<file path="config.mk">
export PLATFORM = sky130hd
export DESIGN_NAME = var_clk_borrow_ctrl
export DESIGN_NICKNAME = d
export VERILOG_FILES = /design/src/rtl/var_clk_borrow_ctrl.sv
export SDC_FILE = /design/constraint.sdc
export NUM_CORES = 1
export LEC_CHECK = 0
export CORE_UTILIZATION = 58
export DETAILED_ROUTE_END_ITERATION = 10
export MAX_ROUTING_LAYER = met4
export PLACE_DENSITY = 0.86
export SYNTH_ARGS = -nofsm -noshare
export SYNTH_HDL_FRONTEND = slang
export SYNTH_SLANG_ARGS = --single-unit
export TNS_END_PERCENT = 5
</file>
<file path="constraint.sdc">
create_clock -name clk -period 4.95 [get_ports clk]
set_input_delay 1.2375 -clock clk [delete_from_list [all_inputs] [get_ports clk]]
set_output_delay 1.2375 -clock clk [all_outputs]
set_load 0.01 [all_outputs]
</file>
<file path="src/rtl/var_clk_borrow_ctrl.sv">
// Variable-delay clock sequencer: origin phase by default, leading phase
// (borrow) for a bounded hold after repeated timing errors. Option: VAR_CLK_STATS_EN.
module var_clk_borrow_ctrl #(
  parameter int CNT_W  = 4,
  parameter int WIN_W  = 8,
  parameter int HOLD_W = 8
) (
  input  logic              clk,
  input  logic              rst_n,
  input  logic              en,
  input  logic              err_pulse,
  input  logic [CNT_W-1:0]  cfg_thresh,
  input  logic [WIN_W-1:0]  cfg_window,
  input  logic [HOLD_W-1:0] cfg_hold,
  input  logic [HOLD_W-1:0] cfg_cool,
  output logic              mode,
  output logic              delay_sel,
  output logic              borrow_active,
  output logic [CNT_W-1:0]  err_cnt,
  output logic [1:0]        state_o
`ifdef VAR_CLK_STATS_EN
  ,
  input  logic              stat_clr,
  output logic [15:0]       stat_borrows,
  output logic [15:0]       stat_errs
`endif
);

  typedef enum logic [1:0] {
    IDLE    = 2'd0,
    MONITOR = 2'd1,
    BORROW  = 2'd2,
    COOL    = 2'd3
  } state_e;

  state_e state_q, state_d;
  logic [CNT_W-1:0]  err_q, err_d;
  logic [WIN_W-1:0]  win_q, win_d;
  logic [HOLD_W-1:0] cnt_q, cnt_d;
  logic mode_q, sel_q, bor_q;

  logic [CNT_W:0]    err_sum;
  logic [CNT_W-1:0]  err_sat;
  logic [CNT_W-1:0]  thr_eff;
  logic              hit;
  logic              expire;
  logic [HOLD_W-1:0] hold_ld;
  logic [HOLD_W-1:0] cool_ld;

  // Threshold, window-expiry and latch-value helpers
  always_comb begin
    err_sum = {1'b0, err_q} + {{CNT_W{1'b0}}, err_pulse};
    err_sat = err_sum[CNT_W] ? '1 : err_sum[CNT_W-1:0];
    thr_eff = (cfg_thresh == '0) ? CNT_W'(1) : cfg_thresh;
    hit     = err_sum >= {1'b0, thr_eff};
    expire  = (cfg_window != '0) &&
              (win_q >= cfg_window - WIN_W'(1));
    hold_ld = (cfg_hold == '0) ? '0 : cfg_hold - HOLD_W'(1);
    cool_ld = cfg_cool - HOLD_W'(1);
  end

  // Next-state and counter logic
  always_comb begin
    state_d = state_q;
    err_d   = err_q;
    win_d   = win_q;
    cnt_d   = cnt_q;
    if (!en) begin
      state_d = IDLE;
      err_d   = '0;
      win_d   = '0;
      cnt_d   = '0;
    end else begin
      unique case (state_q)
        IDLE: begin
          state_d = MONITOR;
          err_d   = '0;
          win_d   = '0;
        end
        MONITOR: begin
          if (hit) begin
            state_d = BORROW;
            err_d   = err_sat;
            win_d   = '0;
            cnt_d   = hold_ld;
          end else if (expire) begin
            err_d = '0;
            win_d = '0;
          end else begin
            err_d = err_sat;
            if (cfg_window != '0) win_d = win_q + WIN_W'(1);
          end
        end
        BORROW: begin
          if (cnt_q != '0) begin
            cnt_d = cnt_q - HOLD_W'(1);
          end else if (cfg_cool == '0) begin
            state_d = MONITOR;
            err_d   = '0;
            win_d   = '0;
            cnt_d   = '0;
          end else begin
            state_d = COOL;
            cnt_d   = cool_ld;
          end
        end
        COOL: begin
          if (cnt_q != '0) begin
            cnt_d = cnt_q - HOLD_W'(1);
          end else begin
            state_d = MONITOR;
            err_d   = '0;
            win_d   = '0;
          end
        end
      endcase
    end
  end

  // State, counters and glitch-free cell controls registered from next state
  always_ff @(posedge clk or negedge rst_n) begin
    if (!rst_n) begin
      state_q <= IDLE;
      err_q   <= '0;
      win_q   <= '0;
      cnt_q   <= '0;
      mode_q  <= 1'b0;
      sel_q   <= 1'b1;
      bor_q   <= 1'b0;
    end else begin
      state_q <= state_d;
      err_q   <= err_d;
      win_q   <= win_d;
      cnt_q   <= cnt_d;
      mode_q  <= (state_d != IDLE);
      sel_q   <= (state_d != BORROW);
      bor_q   <= (state_d == BORROW);
    end
  end

  assign mode          = mode_q;
  assign delay_sel     = sel_q;
  assign borrow_active = bor_q;
  assign err_cnt       = err_q;
  assign state_o       = state_q;

`ifdef VAR_CLK_STATS_EN
  logic [15:0] sb_q, se_q;
  logic        bor_entry;

  assign bor_entry = (state_q == MONITOR) && (state_d == BORROW);

  // Saturating borrow-entry and error statistics; clear wins
  always_ff @(posedge clk or negedge rst_n) begin
    if (!rst_n) begin
      sb_q <= '0;
      se_q <= '0;
    end else if (stat_clr) begin
      sb_q <= '0;
      se_q <= '0;
    end else begin
      if (bor_entry && sb_q != 16'hFFFF) sb_q <= sb_q + 16'd1;
      if (en && err_pulse && se_q != 16'hFFFF) se_q <= se_q + 16'd1;
    end
  end

  assign stat_borrows = sb_q;
  assign stat_errs    = se_q;
`else
`endif

endmodule

</file>
==> qor.yml <==
ys_warn_count: 0
power_uw: 549
crit_slowest_cell: "or4b_4"
leakage_nw: 1.18
root_buffer: "clkbuf_8"
synth_edf_count: 0
cts_tree: "built"
ys_types: 58
rsz0062_at_grt: "false"
synth_top_family_by_area: "simple AND/OR/NAND/NOR gates"
crit_path_max_incr_delay_ns: 0.51
regToRegSetupSlack_ns: 2.22
nets: 379
cts.sinks: 25
synthAdderAreaFrac: 0.137
finalHoldViolations: 0
drc: 0
n_antenna_cell: 0
place_area_sq_mm: 0.00281
netlist_instances: 281
cts_resized: 0
cap_viol_max_count: 0
fin_crit_sh: 0.834
layout_commonest_cell: "clkdlybuf4s50_1"
drv_slew: 0
row_count: 22
status: "finished clean"
dr.pass1.iters: 4
reg2reg_from: "err_cnt[0]$_DFFE_PN0P_"
pre_cts_ws_ns: 0.551
die_x_microns: 65.9
drtIter0Drc: 189
hp-class: "reg2reg"
placed_cells: 364
htreeDepth: 1
antenna_left: 0
cts_setup_buffers: 0
synth_compound_area_frac: 0.216
setup_ws_ns: 0.819
grt_usage: 0.290
grt_max_degree: 26
grt_pass1_vias: 2188
grt_overflow: 0
dp_hpwl_mm: 4.48
io_buffers: 40
grt_pass1_wl_mm: 9.67
powerDensity_mw_per_mm2: 192
hold_depth: 1
numCtsBuffers: 3
drive_above_1_share: 0.0625
finClkSkew_ns: 0.00649
setup_viol_count_final: 0
die_area_sq_mm: 0.00435
min_period_ns: 4.13
setup_tns_ns: 0
yosysTopAreaCell: "dfrtp_1"
worst_slew_pin_slew_ns: 0.638
chipHeight_microns: 65.9
crit_path_start_kind: "primary input"
yosys.area_share.simple: 0.245
coreArea_sq_mm: 0.00380
stdcell_area_sq_mm: 0.00286
synth.area.mux_share: 0.00845
syn_to_final_growth_pct: 20.6
cp_max_fo: 4
worstPathRequired_ns: 5.10
worst_setup_path_end_kind: "flop"
ys_seq_area_frac: 0.265
synthXorXnorAreaFrac: 0.0850
start_util: 0.624
avgSynthCellArea_sq_um: 8.43
clk_pin_slew_ns: 0.09
vdd_ir_drop_max_mv: 0.161
r2r-end: "win_q[3]$_DFFE_PN0P_"
synth_area_leaders: "dfrtp_1 25%, ha_1 14%, xnor2_1 5.5%"
cp_cell_sequence: "clkdlybuf4s50_1 -> inv_1 -> ha_1 -> or4b_4 -> nor2_1 -> xnor2_1 -> ha_1 -> nand4_1 -> nor3_1 -> o21bai_1 -> and3_1 -> a22o_1"
routabilityCongestion: 0.882
most-common-layout-cells: "40 x clkdlybuf4s50_1, 29 x nand2_1, 26 x ha_1"
ys_async_sr_fraction: 1.00
ys.flop_type: "dfrtp_1"
vias: 2225
wl_per_cell_microns: 15.2
reg2regPathDepth: 8
path_class: "in2reg"
cp.arrival_ns: 4.29
wl_mm: 5.58
fin_cells: 368
slew_headroom: 0.573
worstHoldStart: "win_q[0]$_DFFE_PN0P_"
clock_latency_ns: 0.26
cts.path.max_buffers: 2
fmax_mhz: 242
synth_top_cell_area_share: 0.253
postCtsHoldBufs: 0
hold_end: "win_q[0]$_DFFE_PN0P_"
antenna_found_initial: 0
io_pins: 41
cpMostUsedCell: "ha_1"
synth_nets: 339
synth_area_sq_mm: 0.00237
drt-vias-per-instance: 6.05
ys_ff_latch: 25
## how the worst max path moves through the flow
| stage | startpoint | to | cells past startpoint |
|---|---|---|---|
| after floorplan | cfg_window[0] | err_cnt[0]$_DFFE_PN0P_ | 11 |
| after global placement | cfg_window[0] | err_cnt[0]$_DFFE_PN0P_ | 12 |
| after detailed placement | cfg_window[0] | err_cnt[3]$_DFFE_PN0P_ | 12 |
| after CTS | cfg_window[0] | err_cnt[3]$_DFFE_PN0P_ | 12 |
| after global routing | cfg_window[0] | err_cnt[1]$_DFFE_PN0P_ | 12 |
| final | cfg_window[0] | err_cnt[1]$_DFFE_PN0P_ | 12 |
## sequential cells by signal (all words and copies together) (netlist names)
signal / flops
cnt_q: 8
delay_sel: 1
err_cnt: 4
borrow_active: 1
mode: 1
state_o: 2
win_q: 8
## synthesized netlist by cell type (6+ instances only)
cell type / number
nor2_1: 17
a21oi_1: 12
xnor2_1: 15
inv_1: 21
nand3_1: 17
ha_1: 26
nor3_1: 9
dfrtp_1: 24
o21ai_0: 19
nand2_1: 29
xor2_1: 8
o221ai_1: 6
## layout make-up
| type | instances | area (sq um) |
|---|---|---|
| Timing Repair Buffer | 41 | 408 |
| Clock buffer | 4 | 45.0 |
| Multi-Input combinational cell | 229 | 1640 |
| Inverter | 21 | 78.8 |
| Sequential cell | 25 | 627 |
| Fill cell | 302 | 940 |
| Tap cell | 48 | 60.1 |
## worst max-delay path, delay by kind of cell
kind	cells	cell delay [ns]
AND/OR/NAND/NOR	5	1.50
adder cells (fa/ha/maj)	2	0.55
buffers and inverters	2	0.53
AO/OA/AOI/OAI	2	0.39
XOR/XNOR	1	0.08
## stage by stage
stage               hold WS, ns   util
finish                    0.556  0.753
global route              0.594  0.753
CTS                       0.553  0.753
detailed placement        0.543  0.741
global placement          0.532  0.741
floorplan                 0.495      -
## power breakdown
group | internal [mW] | switching (mW) | leakage [nW] | total (mW)
Clock | 0.0574 | 0.0607 | 0.0228 | 0.118
Combinational | 0.0909 | 0.104 | 0.820 | 0.195
Sequential | 0.218 | 0.0179 | 0.334 | 0.236
## metal layers
metal,global-route usage,share of wire
met1,0.390,0.48
met2,0.468,0.47
met3,0.0431,0.054
met4,0.0435,0.0054
met5,-,0
## kinds of logic (layout without fill, tap and decap cells)
family / count (synthesis) / count (layout)
adders and majority gates: 26 / 26
muxes: 2 / 2
AOI/OAI and AO/OA: 72 / 72
xor gates and xnor gates: 23 / 23
and+or+nand+nor: 106 / 106
DFF: 25 / 25
buffers and inverters: 27 / 66
Note: power is estimated with default switching activity, not from simulation.
==> RTL change, RTL diff (same settings) <==
Add a define of `VAR_CLK_STATS_EN`.
--- a/src/rtl/var_clk_borrow_ctrl.sv
+++ b/src/rtl/var_clk_borrow_ctrl.sv
@@ -1,5 +1,7 @@
 // Variable-delay clock sequencer: origin phase by default, leading phase
 // (borrow) for a bounded hold after repeated timing errors. Option: VAR_CLK_STATS_EN.
+`define VAR_CLK_STATS_EN
+
 module var_clk_borrow_ctrl #(
   parameter int CNT_W  = 4,
   parameter int WIN_W  = 8,
Ports: changed (added stat_borrows, stat_clr and stat_errs); port bits go from 41 to 74. No check against the original RTL was run, so the function may have changed too.
==> RTL change against the unedited design <==
Synthesized cell count increased by 63%. Sequential power increased by 100%. Power increased by 110%. Sequential cell count increased by 32. Utilization increased by 2.2 points. Area after synthesis increased by 69%. Final area increased by 76%. First-iteration DRC count increased by 11%. Worst setup slack improved by 0.13 ns. Clock power increased to 4.2 times the old value. Routed wire length increased by 69%.
==> RTL change: results <==
export IMPL_outcome="finished clean"
export IMPL_drive_above_1_share_pct=8.19
export IMPL_regToRegSetupSlack_ns=1.94
export IMPL_syn_avg_cell_area_um2=8.77
export IMPL_grt_use_met2_pct=47.1
export IMPL_finalCriticalPeriod_ns=4.00
export IMPL_fin_worst_skew_ns=0.00901
export IMPL_drt_initial_drc_count=209
export IMPL_ys_seq_area_share_pct=35.6
export IMPL_cts_inserted_buffers=9
export IMPL_pre_cts_ws_ns=0.632
export IMPL_netlist_area_leader_share_pct=34.9
export IMPL_grt_pass1_wl_mm=15.9
export IMPL_h_tree_depth=3
export IMPL_synth_cell_types=63
export IMPL_r2r_end="err_cnt[2]$_DFFE_PN0P_"
export IMPL_root_buffer="clkbuf_8"
export IMPL_n_antenna_cell=0
export IMPL_track_usage_pct=28.4
export IMPL_ff2ff_path_depth=9
export IMPL_port_buffers=73
export IMPL_yosys_top_cells_area="dfrtp_1 (35%), ha_1 (7.2%), nor2_1 (5.3%)"
export IMPL_grt_use_met1_pct=35.1
export IMPL_drt_pass1_iterations=5
export IMPL_synth_commonest_cells="nor2_1 (57), dfrtp_1 (56), nand2_1 (37)"
export IMPL_grt_pass1_vias=3507
export IMPL_cts_setup_buffers=0
export IMPL_fin_nets=588
export IMPL_irDropWorstVdd_mv=0.193
export IMPL_clock_latency_ns=0.34
export IMPL_final_max_slew_viol_count=0
export IMPL_wirelength_mm=9.42
export IMPL_num_vias=3645
export IMPL_critPathMaxFanout=5
export IMPL_avgRoutedWirePerCell_um=15.3
export IMPL_leakagePower_nw=2.18
export IMPL_grt_max_degree=42
export IMPL_ys_warn_count=0
export IMPL_crit_arrival_ns=4.23
export IMPL_synth_net_count=513
export IMPL_hpwl_mm=6.79
[RTL change: final cells by class]
type | count | area (um^2)
clock inverter | 7 | 103
inverter | 21 | 78.8
timing repair buffer | 77 | 756
clock buffer | 9 | 124
fill | 458 | 1470
multi-input combinational | 366 | 2440
tap | 77 | 96.3
sequential | 57 | 1430
[RTL change: per-stage QoR]
| stage | power, mW | hold WS [ns] | area [um^2] | util, % |
|---|---|---|---|---|
| final | 1.16 | 0.547 | 5030 | 77.4 |
| after CTS | 1.17 | 0.545 | 5030 | 77.4 |
| after detailed placement | 0.663 | 0.527 | 4800 | 73.9 |
| after global routing | 1.20 | 0.573 | 5030 | 77.4 |
| after global placement | 0.658 | 0.517 | 4800 | 73.9 |
| after floorplan | 0.592 | 0.492 | 4010 | - |
[RTL change: logic make-up (layout without fill, tap and decap cells)]
| group | after synthesis | after routing | share of synthesized area, % |
|---|---|---|---|
| AND/OR/NAND/NOR | 207 | 207 | 27.3 |
| AO/OA/AOI/OAI | 88 | 88 | 15.1 |
| flip-flops | 57 | 57 | 35.6 |
| XOR/XNOR | 35 | 35 | 7.64 |
| buffers and inverters | 34 | 114 | 3.46 |
| adder cells (fa/ha/maj) | 23 | 23 | 7.18 |
| multiplexers | 13 | 13 | 3.71 |
[RTL change: metal layers]
metal,wire (um),part of all wire (%)
met1,4170,44
met2,4650,49
met3,426,4.5
met4,175,1.9
met5,0,0
[RTL change: worst min path at each step]
stage                                    start              endpoint  slack [ns]  depth (start not counted)
final                     cnt_q[7]$_DFFE_PN0P_  cnt_q[7]$_DFFE_PN0P_        0.55                          1
after global routing      cnt_q[7]$_DFFE_PN0P_  cnt_q[7]$_DFFE_PN0P_        0.57                          1
after CTS                 cnt_q[7]$_DFFE_PN0P_  cnt_q[7]$_DFFE_PN0P_        0.55                          1
after detailed placement  cnt_q[7]$_DFFE_PN0P_  cnt_q[7]$_DFFE_PN0P_        0.53                          1
after global placement    cnt_q[7]$_DFFE_PN0P_  cnt_q[7]$_DFFE_PN0P_        0.52                          1
after floorplan           win_q[1]$_DFFE_PN0P_  win_q[1]$_DFFE_PN0P_        0.49                          2
[RTL change: worst max-delay path: stages]
cell and delay [ns]:
clkdlybuf4s50_1 0.42, inv_1 0.10, ha_1 0.21, or4b_4 0.50, nor2_1 0.15, xnor2_1 0.09
ha_1 0.28, nand2_1 0.06, nor3_1 0.18, a21oi_1 0.12, o31ai_1 0.56, o21ai_0 0.20
o21a_1 0.14
[RTL change: power breakdown]
part | total, mW | switching [mW] | internal [mW]
logic | 0.174 | 0.0949 | 0.0787
registers | 0.483 | 0.0104 | 0.473
clock network | 0.500 | 0.213 | 0.287
